## config.mk

```make
export PLATFORM = sky130hd
export DESIGN_NAME = vm_change_dispenser
export DESIGN_NICKNAME = d
export VERILOG_FILES = /design/src/rtl/vm_change_dispenser.sv
export SDC_FILE = /design/constraint.sdc
export NUM_CORES = 1
export LEC_CHECK = 0
export ABC_AREA = 1
export BUFFER_PORTS_ARGS = -buffer_cell sky130_fd_sc_hd__buf_2
export CAP_MARGIN = 20
export CORE_UTILIZATION = 35
export CTS_BUF_LIST = sky130_fd_sc_hd__clkbuf_4
export DETAILED_ROUTE_END_ITERATION = 8
export GPL_ROUTABILITY_DRIVEN = 0
export PLACE_DENSITY = 0.62
export REMOVE_ABC_BUFFERS = 1
export SLEW_MARGIN = 40
export SYNTH_ARGS = -nofsm -noshare
export SYNTH_HDL_FRONTEND = slang
export SYNTH_SLANG_ARGS = --single-unit
```

## constraint.sdc

```tcl
create_clock -name i_clk -period 2.2 [get_ports i_clk]
set_clock_uncertainty 0.05 [all_clocks]
set_input_delay 0.66 -clock i_clk [delete_from_list [all_inputs] [get_ports i_clk]]
set_output_delay 0.66 -clock i_clk [all_outputs]
set_load 0.05 [all_outputs]
```

## src/rtl/vm_change_dispenser.sv

```systemverilog
// vm_change_dispenser
//
// Breaks one change value per transaction into single-coin eject requests to four coin
// hoppers. Hopper 0 holds the largest denomination and hopper 3 the smallest. Each pass
// chooses the largest denomination that still fits the remaining value. Hoppers flagged
// empty are skipped. A transaction ends with a one-cycle o_done pulse, and o_short reports
// any value that could not be paid.
//
// Optional feature: define VM_ACK_TIMEOUT_EN to bound the wait for i_eject_ack. A hopper
// that does not ack within ACK_TIMEOUT cycles is masked for the rest of the transaction.
//
// Ports
//   i_clk           clock
//   i_rst           synchronous reset, active-high
//   i_change_valid  1-cycle strobe; i_change_value is a new request (accepted only in IDLE)
//   i_change_value  change to pay out
//   i_hopper_empty  bit k set: hopper k is empty and is never selected
//   i_eject_ack     hopper driver has ejected the requested coin
//   o_eject_req     request one coin from hopper o_eject_denom
//   o_eject_denom   hopper index 0..3, stable while o_eject_req is high
//   o_busy          high in every state except IDLE
//   o_done          1-cycle pulse at end of transaction
//   o_short         payout incomplete; valid with o_done, held until next accept
//   o_remaining     value still owed
//   o_state         FSM state: IDLE=0 SELECT=1 EJECT=2 GAP=3 DONE=4
module vm_change_dispenser #(
    parameter int unsigned VALUE_W     = 7,
    parameter int unsigned DEN0        = 20,
    parameter int unsigned DEN1        = 10,
    parameter int unsigned DEN2        = 5,
    parameter int unsigned DEN3        = 1,
    parameter int unsigned GAP_CYCLES  = 4,
    parameter int unsigned ACK_TIMEOUT = 255
) (
    input  logic               i_clk,
    input  logic               i_rst,
    input  logic               i_change_valid,
    input  logic [VALUE_W-1:0] i_change_value,
    input  logic [3:0]         i_hopper_empty,
    input  logic               i_eject_ack,
    output logic               o_eject_req,
    output logic [1:0]         o_eject_denom,
    output logic               o_busy,
    output logic               o_done,
    output logic               o_short,
    output logic [VALUE_W-1:0] o_remaining,
    output logic [2:0]         o_state
);

    typedef enum logic [2:0] {
        StIdle   = 3'd0,
        StSelect = 3'd1,
        StEject  = 3'd2,
        StGap    = 3'd3,
        StDone   = 3'd4
    } state_e;

    // One counter serves both the GAP delay and the ack timeout; they never overlap.
    localparam int unsigned CntMax = (GAP_CYCLES > ACK_TIMEOUT) ? GAP_CYCLES : ACK_TIMEOUT;
    localparam int unsigned CntW   = $clog2(CntMax + 1);

    state_e             state_q, state_d;
    logic [VALUE_W-1:0] remaining_q, remaining_d;
    logic [1:0]         denom_q, denom_d;
    logic [CntW-1:0]    cnt_q, cnt_d;
    logic               short_q, short_d;
    logic               req_q, req_d;
    logic               done_q, done_d;
    logic               busy_q, busy_d;
    logic [3:0]         mask;
    logic               sel_found;
    logic [1:0]         sel_idx;

`ifdef VM_ACK_TIMEOUT_EN
    logic [3:0] mask_q, mask_d;
    assign mask = mask_q;
`else
    assign mask = 4'b0000;
`endif

    function automatic logic [VALUE_W-1:0] den_of(input logic [1:0] k);
        logic [VALUE_W-1:0] v;
        unique case (k)
            2'd0:    v = VALUE_W'(DEN0);
            2'd1:    v = VALUE_W'(DEN1);
            2'd2:    v = VALUE_W'(DEN2);
            default: v = VALUE_W'(DEN3);
        endcase
        return v;
    endfunction

    // Scan from smallest to largest so the lowest eligible index (largest coin) wins.
    always_comb begin
        sel_found = 1'b0;
        sel_idx   = 2'd0;
        for (int k = 3; k >= 0; k--) begin
            if ((den_of(2'(k)) <= remaining_q) && !i_hopper_empty[k] && !mask[k]) begin
                sel_found = 1'b1;
                sel_idx   = 2'(k);
            end
        end
    end

    always_comb begin
        state_d     = state_q;
        remaining_d = remaining_q;
        denom_d     = denom_q;
        cnt_d       = cnt_q;
        short_d     = short_q;
`ifdef VM_ACK_TIMEOUT_EN
        mask_d      = mask_q;
`endif
        unique case (state_q)
            StIdle: begin
                if (i_change_valid) begin
                    remaining_d = i_change_value;
                    short_d     = 1'b0;
`ifdef VM_ACK_TIMEOUT_EN
                    mask_d      = 4'b0000;
`endif
                    state_d     = StSelect;
                end
            end
            StSelect: begin
                if (remaining_q == '0) begin
                    state_d = StDone;
                end else if (sel_found) begin
                    denom_d = sel_idx;
                    cnt_d   = '0;
                    state_d = StEject;
                end else begin
                    // Short is decided here so it is already valid alongside o_done.
                    short_d = 1'b1;
                    state_d = StDone;
                end
            end
            StEject: begin
                if (i_eject_ack) begin
                    // Cannot underflow: the hopper was chosen with den <= remaining.
                    remaining_d = remaining_q - den_of(denom_q);
                    cnt_d       = CntW'(GAP_CYCLES - 1);
                    state_d     = StGap;
                end
`ifdef VM_ACK_TIMEOUT_EN
                else if (cnt_q == CntW'(ACK_TIMEOUT - 1)) begin
                    mask_d[denom_q] = 1'b1;
                    cnt_d           = CntW'(GAP_CYCLES - 1);
                    state_d         = StGap;
                end else begin
                    cnt_d = cnt_q + 1'b1;
                end
`endif
            end
            StGap: begin
                if (cnt_q == '0) begin
                    state_d = StSelect;
                end else begin
                    cnt_d = cnt_q - 1'b1;
                end
            end
            StDone: begin
                state_d = StIdle;
            end
            default: begin
                state_d = StIdle;
            end
        endcase

        // Outputs are registered from the next state so they line up with o_state.
        req_d  = (state_d == StEject);
        done_d = (state_d == StDone);
        busy_d = (state_d != StIdle);
    end

    always_ff @(posedge i_clk) begin
        if (i_rst) begin
            state_q     <= StIdle;
            remaining_q <= '0;
            denom_q     <= 2'd0;
            cnt_q       <= '0;
            short_q     <= 1'b0;
            req_q       <= 1'b0;
            done_q      <= 1'b0;
            busy_q      <= 1'b0;
`ifdef VM_ACK_TIMEOUT_EN
            mask_q      <= 4'b0000;
`endif
        end else begin
            state_q     <= state_d;
            remaining_q <= remaining_d;
            denom_q     <= denom_d;
            cnt_q       <= cnt_d;
            short_q     <= short_d;
            req_q       <= req_d;
            done_q      <= done_d;
            busy_q      <= busy_d;
`ifdef VM_ACK_TIMEOUT_EN
            mask_q      <= mask_d;
`endif
        end
    end

    assign o_eject_req   = req_q;
    assign o_eject_denom = denom_q;
    assign o_busy        = busy_q;
    assign o_done        = done_q;
    assign o_short       = short_q;
    assign o_remaining   = remaining_q;
    assign o_state       = state_q;

endmodule

```

### After elaboration in Yosys (flattened, before gate mapping)

Cells that the tools add are included.

* magnitude comparators: 4
* div/mod/pow operators: 0
* bitwise logic cells: 1
* reductions and logical operators: 20
* equal/unequal tests: 13
* $mul: 0
* shift-type cells: 0
* muxes and demuxes: 29
* add/subtract/negate cells: 2

Operator list (count)
* 2-to-1 mux 8 bit: 4
* 2-to-1 mux 7 bit: 4
* case mux 8 bit (3 select lines): 1
* 2-to-1 mux 3 bit: 5
* case mux 5 bit (3 select lines): 1
* case mux 7 bit (2 select lines): 1
* inequality test 2 bit, second input constant: 6
* case mux 3 bit (4 select lines): 1
* equality test 3 x 2 -> 1 bit, second input constant: 3
* logical NOT 8 bit: 1
* 2-to-1 mux 2 bit: 4
* subtractor 8 x 1 -> 8 bit, second input constant: 1
* <= comparator 1 x 7 -> 1 bit, first input constant: 1
* <= comparator 3 x 7 -> 1 bit, first input constant: 1
* <= comparator 4 x 7 -> 1 bit, first input constant: 1
* <= comparator 5 x 7 -> 1 bit, first input constant: 1
* logical NOT 7 bit: 1
* 2-to-1 mux 1 bit: 7
* subtractor 7 bit: 1
* AND reduction 3 bit: 2
* nonzero test 3 bit: 2
* AND reduction 5 bit: 1
* logical AND 1 bit: 4
* logical NOT 1 bit: 4
* other kinds (10): 11

* input bits: 15
* ROM bits: 0
* output and inout bits: 16
* bits in latches: 0
* bits in writable memories: 0
* flip-flop bits (word level): 24
* word-level logic and storage cells: 77
* memories kept: 0

### Depth between registers and ports, before layout

Gate-level depths: netlist of the first run.

* depth in word-level cells: 10
* mapped depth: 12
* gate-level depth less buffers: 12

### Worst setup path after synthesis of the first run

No wires, ideal clock.

* path kind: register -> register
* start: reg remaining_q[0], in the netlist o_remaining[0]
* end: reg remaining_q[6], in the netlist o_remaining[6]
* cell stages (with the launch flop): 12
* clock period less this slack: 2080 ps
* setup time: 74 ps
* data arrival time: 1956 ps
* path slack: 120 ps
* cells stage by stage: dfxtp_1 inv_1 ha_1 fa_1 inv_1 nand3_1 nand2_1 nand2_1 nand2_1 xnor2_1 nand2_1 a31oi_1

* longest elaborated chain between the ends: 3

RTL lines
* start: declaration: line 63 `logic [VALUE_W-1:0] remaining_q, remaining_d;`
* start signal: assignment: line 190 `remaining_q <= remaining_d;`
* subtractor 7 bit: line 140 `remaining_d = remaining_q - den_of(denom_q);`
* 2-to-1 mux 7 bit: line 138 `if (i_eject_ack) begin`
* case mux 7 bit (2 select lines): line 113 `unique case (state_q)`

Every way passes these cells. The select of a mux whose other input is x is not followed.
A chain may end at the register's enable or synchronous reset.

### Worst setup path in the final report of the first run

* start: reg denom_q[0], in the netlist o_eject_denom[0]
* end: reg remaining_q[6], in the netlist o_remaining[6]

* longest elaborated chain between the ends: 7
* elaborated cells between the ends (all ways): 9

RTL lines
* start: declaration: line 64 `logic [1:0] denom_q, denom_d;`
* start signal: assignment: line 191 `denom_q <= denom_d;`
* equality test 2 bit (tied with other cells): line 83 `unique case (k)`
* case mux 5 bit (3 select lines) (*): line 83
* 2-to-1 mux 7 bit (*): line 138
* 2-to-1 mux 7 bit (*): line 113
* subtractor 7 bit (*): line 140
* 2-to-1 mux 7 bit (*): line 138
* case mux 7 bit (2 select lines) (*): line 113

Every way passes the cells marked *; elsewhere a longest branch is shown, timed or not. The select of a mux whose other input is x is not followed.

==> results.toml, run 1 <==
[cells_and_area]
nets = 285
layout_common_cells = "nand2_1, nor2_1, inv_1, buf_2, dfxtp_1"
layout_commonest_cell = "nand2_1"
final_cells = 312
multi_input_comb_area_um2 = 946
final_area_um2 = 1810
syn_to_final_growth_pct = 13.4
drive_gt1_share_pct = 23.1
postLayoutCoreUtil_pct = 41.5
area.sequential_um2 = 480
fillCellCount = 478
antennaDiodeCount = 0

[grt]
antenna_found_initial = 0
grt_pass1_wl_um = 6290
first_global_vias = 1409
grt_overflow = 0
grt_max_degree = 17
track_usage_pct = 15.8

[power]
pwr-share-seq_pct = 32.3
p_int_uw = 956
p_leak_uw = 0.000891
p_comb_share_pct = 57.2
swShare_pct = 49.9
p_per_area_nw_per_um2 = 1060
clkPwrFrac_pct = 10.5
power.switching_uw = 954
max-vdd-ir-drop_uv = 241

[clock_tree]
post_cts_resized = 0
cts_root_buf = "clkbuf_4"
ctsHoldBuffers = 0
clk_latency_ps = 310
cts.reportedPaths.clkPinSlew_ps = 140
cts.path.max_buffers = 2
postCtsSetupBuffers = 0
cts_buffers = 3
cts_tree = "done"
clock-sinks = 24
htree_num_levels = 1

[yosys]
yosysWarnings = 0
netlist_area_um2 = 1590
synth_top_family_by_area = "simple AND/OR/NAND/NOR gates"
yosysSeqAreaShare_pct = 30.2
syn_avg_cell_area_um2 = 6.89
yosys.area_share.simple_pct = 34.2
synth-xor-area-share_pct = 0.550
muxShareOfSynthArea_pct = 0
synth_cells = 231
synth_seq_cells = 24
synth_compound_area_share_pct = 17.9
synth_fa_ha_area_share_pct = 6.76
synth.distinct_cells = 33

[floorplanning]
coreArea_um2 = 4350
start_util_pct = 36.6
die_area_um2 = 4820
io_pins = 31
die_w_um = 69.4
rows = 24
die_h_um = 69.4

[routing]
via_per_inst = 4.84
drc = 0
drt_iter0_markers = 81
vias = 1509
drt_wl_total_um = 3520
detail-route-antenna-nets = 0
first_pass_iters = 4
avgRoutedWirePerCell_um = 11.3

[timing]
period_share_pct = 86.0
finalSetupViolCount = 0
finalHoldViolations = 0
slew_headroom_pct = 64.5
whs_ps = 446
drv_slew = 0
fmax_ghz = 0.528
fin_setup_tns_ps = 0
period_minus_slack_ps = 1890
worstMarginPinSlew_ps = 532
rsz0062_at_grt = "false"

[placement]
io_buffers = 30
placed_area_um2 = 1780
dp_hpwl_um = 2740
placed_cells = 309

[critical_path]
crit_arrival_ps = 2090
worstPathMaxFanout = 5
endpoint_kind = "register"
start_kind = "register"
crit_type = "register to register"
cp.required_ps = 2400

[job]
max_cap_viol_count = 0

[worst_hold_path]
min_path_type = "register to register"

[status]
status = "finished clean"
[worst paths after layout]
check,end,startpoint,depth (start not counted),slack (ps)
worst max register to register,o_remaining[6],o_eject_denom[0],11,310
worst max-delay path,o_remaining[6],o_eject_denom[0],11,310
worst min register to register,o_short,o_short,1,450
worst min-delay path,o_short,o_short,1,450
[cell usage after synthesis]
cell type  count  area, um^2
a31oi_1        4        25.0
o31ai_1        1        7.51
inv_2          2        7.51
nor4_1         1        6.26
nor2_1        33         124
and2_1         1        6.26
dfxtp_1       24         480
a21oi_1       20         100
buf_6          2        22.5
nor2_2         5        31.3
a31o_2         2        17.5
nand3_2        4        40.0
o211ai_1       1        7.51
nand3_1       12        60.1
buf_2          1        5.00
o21ai_0       12        60.1
xnor2_1        1        8.76
nand2_1       41         154
nand2_4        3        33.8
inv_1         30         113
o21bai_1       1        7.51
a211oi_1       4        30.0
nand4_1        5        31.3
inv_4          1        6.26
a21boi_2       1        11.3
nand2_2        1        6.26
o22a_1         1        8.76
o21ba_2        1        10.0
fa_1           1        20.0
ha_1           7        87.6
or2_2          1        6.26
clkbuf_1       3        11.3
nor2_4         4        45.0
[state kept, by name, summed over array words and instances (netlist names)]
register       cells
cnt_q              8
o_remaining        7
o_state            3
o_eject_denom      2
o_busy             1
o_done             1
o_eject_req        1
o_short            1
[cell families after synthesis]
kind of cell,count (synthesis)
AOI/OAI and AO/OA,48
adders and majority gates,8
buffers and inverters,39
xor gates and xnor gates,1
DFF,24
and+or+nand+nor,111
[cell type report]
type                       count  share of cell area (%)
inverter                      33                    7.00
tap                           52                    3.60
sequential                    24                    26.6
multi-input combinational    168                    52.4
timing repair buffer          32                    9.15
clock buffer                   3                    1.25
[power by group through the flow]
stage                     Clock [uW]  Combinational (uW)  Sequential, uW
after global routing             224                1250             634
after CTS                        208                1100             618
after global placement             0                1080             628
after detailed placement           0                1090             629
final                            200                1090             617
after floorplan                    0                 712             781
[metal layers]
| metal | wire (um) | up-vias | global-route usage (%) |
|---|---|---|---|
| met5 | 0 | - | 0 |
| met3 | 175 | 4 | 2.18 |
| met4 | 48 | 0 | 6.35 |
| met1 | 1860 | 652 | 21.9 |
| li1 | - | 819 | - |
| met2 | 1440 | 34 | 24.7 |
[per-stage QoR]
stage,power [uW],worst slack [ps]
final,1910,308
after global routing,2110,125
after CTS,1920,301
after detailed placement,1720,347
after global placement,1710,379
after floorplan,1490,120
[worst max-delay path, stage by stage, from the launching register on]
cell and delay (ps):
dfxtp_1 390, inv_1 80, nor2_1 170, inv_1 90
ha_1 330, a21oi_1 130, nand2_1 90, nand2_1 70
nand2_1 60, xnor2_1 150, nand2_1 60, a31oi_1 140
(Power assumes the default switching activity.)
==> run 2, diff against run 1 <==
PLACE_DENSITY = default   (was 0.62)
==> results.toml, run 2 (synthesized netlist as in run 1, its figures left out) <==
[routing]
drc = 0
drt_wl_total_um = 3640
first_pass_iters = 4
via_per_inst = 4.86
avgRoutedWirePerCell_um = 11.6
detail-route-antenna-nets = 0
drt_iter0_markers = 94
vias = 1522

[worst_hold_path]
hp-start = "o_short"
min_path_type = "register to register"
hold_depth = 1

[timing]
finalHoldViolations = 0
drv_slew = 0
worstMarginPinSlew_ps = 511
slew_headroom_pct = 65.9
period_minus_slack_ps = 1880
fin_ws_ps = 319
fin_setup_tns_ps = 0
fmax_ghz = 0.532
finalSetupViolCount = 0
period_share_pct = 85.5
rsz0062_at_grt = "false"

[grt]
use_met3_pct = 1.60
grt_pass1_wl_um = 6390
grt_overflow = 0
use_met1_pct = 22.8
first_global_vias = 1467
antenna_found_initial = 0
track_usage_pct = 16.0
busiest_layer = "met2"
met2_usage_pct = 25.5
grt_max_degree = 17

[floorplanning]
rows = 24
coreArea_um2 = 4350
start_util_pct = 36.6
die_w_um = 69.4
die_h_um = 69.4
io_pins = 31
die_area_um2 = 4820

[critical_path]
r2r_start = "o_remaining[0]"
cp.depth = 1
path_buf_inv = 1
cp.required_ps = 1490
crit_chain = "buf_2"
r2r_cells = 11
endpoint_kind = "output pin"
slowest_delay_ps = 530
critical_path.slowest_cell = "dfxtp_1"
critPathTopFamily = "flip-flops"
start_kind = "register"
crit_arrival_ps = 1170
reg2reg_slack_ps = 330
startpoint = "o_state[0]"
crit_type = "register to output pin"
worstPathMaxFanout = 7

[placement]
dp_hpwl_um = 2770
placed_cells = 309
place_ws_ps = 321
placed_area_um2 = 1780
io_buffers = 30

[clock_tree]
cts_buffers = 3
post_cts_resized = 0
cts_tree = "done"
clock-sinks = 24
clk_latency_ps = 330
cts_root_buf = "clkbuf_4"
htree_num_levels = 1
postCtsSetupBuffers = 0
ctsHoldBuffers = 0
cts.path.max_buffers = 2
cts.reportedPaths.clkPinSlew_ps = 160

[cells_and_area]
max_flop_register = "cnt_q"
layout_commonest_cell = "nand2_1"
area.sequential_um2 = 480
syn_to_final_growth_pct = 13.7
final_area_um2 = 1810
multi_input_comb_area_um2 = 946
largest_reg_flops = 8
final_cells = 313
nets = 285
antennaDiodeCount = 0
drive_gt1_share_pct = 23.0
fillCellCount = 475
layout_common_cells = "nand2_1, nor2_1, inv_1, buf_2, dfxtp_1"

[power]
power.switching_uw = 977
max-vdd-ir-drop_uv = 273
p_per_area_nw_per_um2 = 1070
p_comb_share_pct = 56.9
clkPwrFrac_pct = 11.2
swShare_pct = 50.4
pwr-share-seq_pct = 31.9
p_int_uw = 961
p_leak_uw = 0.000892

[status]
status = "finished clean"

[job]
max_cap_viol_count = 0
-- run 2: changes by cell type in the layout (fill, tap and decap cells not counted) --
| cell | delta |
|---|---|
| clkinv_1 | +1 |
-- run 2: metrics by stage --
| step | utilization [%] | hold slack [ps] | power, uW |
|---|---|---|---|
| floorplan | - | 424 | 1490 |
| global placement | 40.9 | 413 | 1710 |
| detailed placement | 40.9 | 425 | 1730 |
| CTS | 41.6 | 460 | 1940 |
| global route | 41.6 | 480 | 2120 |
| finish | 41.6 | 453 | 1940 |
-- run 2: worst paths after layout --
path | to
worst max-delay path | o_state[0]
worst min-delay path | o_short
worst max register to register | o_remaining[6]
worst min register to register | o_short
-- run 2: worst reg2reg max path: stages, from the launching register on --
cell and delay [ps]:
dfxtp_1 390, inv_1 90, ha_1 240, fa_1 360, inv_1 90, nand3_1 70, nand2_1 110, nand2_1 60
nand2_1 70, xnor2_1 110, nand2_1 60, a31oi_1 110
-- run 2: power groups by stage --
stage	registers, uW	logic (uW)	clock network (uW)
after floorplan	781	712	0
final	618	1100	217
after CTS	618	1100	219
after detailed placement	628	1100	0
after global routing	632	1250	238
after global placement	627	1080	0
-- run 2: layer usage --
metal | vias to the layer above | wire length [um] | part of all wire [%]
met4 | 0 | 0 | 0
met1 | 675 | 1920 | 53
li1 | 820 | - | -
met3 | 0 | 132 | 3.6
met2 | 27 | 1590 | 44
met5 | - | 0 | 0
-- run 2: layout make-up --
cell class / count / share of cell area (%)
Multi-Input combinational cell: 168 / 52.3
Sequential cell: 24 / 26.6
Timing Repair Buffer: 32 / 9.13
Inverter: 33 / 6.98
Tap cell: 52 / 3.60
Clock buffer: 3 / 1.24
Clock inverter: 1 / 0.207
==> run 3, diff against run 2 <==
REMOVE_ABC_BUFFERS = default   (was 1)
SLEW_MARGIN = default   (was 40)
==> results.toml, run 3 (synthesized netlist as in run 1, its figures left out) <==
[floorplanning]
rows = 24
die_h_um = 69.4
start_util_pct = 36.6
coreArea_um2 = 4350
die_area_um2 = 4820
io_pins = 31
die_w_um = 69.4

[critical_path]
slowest_delay_ps = 520
startpoint = "o_state[0]"
crit_chain = "buf_2"
worstPathMaxFanout = 7
r2r_start = "o_state[1]"
endpoint_kind = "output pin"
crit_arrival_ps = 1180
crit_type = "register to output pin"
start_kind = "register"
path_buf_inv = 1
critPathTopFamily = "flip-flops"
cp.required_ps = 1490
critical_path.slowest_cell = "dfxtp_1"

[cells_and_area]
syn_to_final_growth_pct = 14.9
nets = 284
antennaDiodeCount = 0
drive_gt1_share_pct = 23.1
layout_common_cells = "nand2_1, nor2_1, inv_1, buf_2, dfxtp_1"
fillCellCount = 482
max_flop_register = "cnt_q"
layout_commonest_cell = "nand2_1"
final_area_um2 = 1830
final_cells = 312
largest_reg_flops = 8

[routing]
first_pass_iters = 4
drc = 0
drt_iter0_markers = 69
drt_wl_total_um = 3520
detail-route-antenna-nets = 0
avgRoutedWirePerCell_um = 11.3
via_per_inst = 4.86
vias = 1516

[grt]
track_usage_pct = 15.3
grt_max_degree = 17
first_global_vias = 1356
grt_overflow = 0
grt_pass1_wl_um = 6130
antenna_found_initial = 0

[timing]
period_minus_slack_ps = 1890
finalHoldViolations = 0
worstMarginPinSlew_ps = 527
rsz0062_at_grt = "false"
finalSetupViolCount = 0
slew_headroom_pct = 64.9
period_share_pct = 85.8
fin_setup_tns_ps = 0
drv_slew = 0
whs_ps = 470
fmax_ghz = 0.530
fin_ws_ps = 312

[clock_tree]
cts_buffers = 3
cts.reportedPaths.clkPinSlew_ps = 150
clock-sinks = 24
cts_tree = "done"
htree_num_levels = 1
post_cts_resized = 0
ctsHoldBuffers = 0
cts.path.max_buffers = 2
clk_latency_ps = 320
cts_root_buf = "clkbuf_4"
postCtsSetupBuffers = 0

[job]
max_cap_viol_count = 0

[power]
p_per_area_nw_per_um2 = 1110
p_leak_uw = 0.000899
max-vdd-ir-drop_uv = 347

[worst_hold_path]
hp-start = "o_short"
min_path_type = "register to register"

[status]
status = "finished clean"

[placement]
place_ws_ps = 336
placed_area_um2 = 1780
dp_hpwl_um = 2770
io_buffers = 30
placed_cells = 308

[yosys]
syn_nets = 254
[run 3: changes by cell type in the layout (fill, tap and decap cells not counted)]
cell	change
clkinv_1	-1
buf_4	-1
bufinv_16	+1
[run 3: power by group]
group	leakage [uW]	internal (uW)	switching (uW)
clock	0.0000279	184	146
combinational	0.000674	363	722
sequential	0.000197	526	94.1
[run 3: final timing paths]
path | end | slack, ps | cells past startpoint
setup reg to reg | cnt_q[0] | 320 | 10
hold / removal | o_short | 470 | 1
hold reg to reg | o_short | 470 | 1
setup / recovery | o_state[0] | 310 | 1
[run 3: layout make-up]
| cell class | instances | area [um^2] | area share [%] |
|---|---|---|---|
| Multi-Input combinational cell | 168 | 946 | 51.7 |
| Sequential cell | 24 | 480 | 26.3 |
| Tap cell | 52 | 65.1 | 3.56 |
| Clock inverter | 1 | 30.0 | 1.64 |
| Clock buffer | 3 | 22.5 | 1.23 |
| Timing Repair Buffer | 31 | 158 | 8.62 |
| Inverter | 33 | 126 | 6.91 |
[run 3: layer usage]
layer	track usage, %	wire, um
met5	0	0
met4	3.40	20
met3	1.45	161
met2	23.8	1510
met1	22.6	1830
[run 3: metrics by stage]
stage | util [%] | power (uW)
2_1_floorplan | - | 1520
4_1_cts | 42.0 | 2050
3_5_place_dp | 40.8 | 1720
3_3_place_gp | 40.8 | 1700
6_report | 42.0 | 2030
5_1_grt | 42.0 | 2210
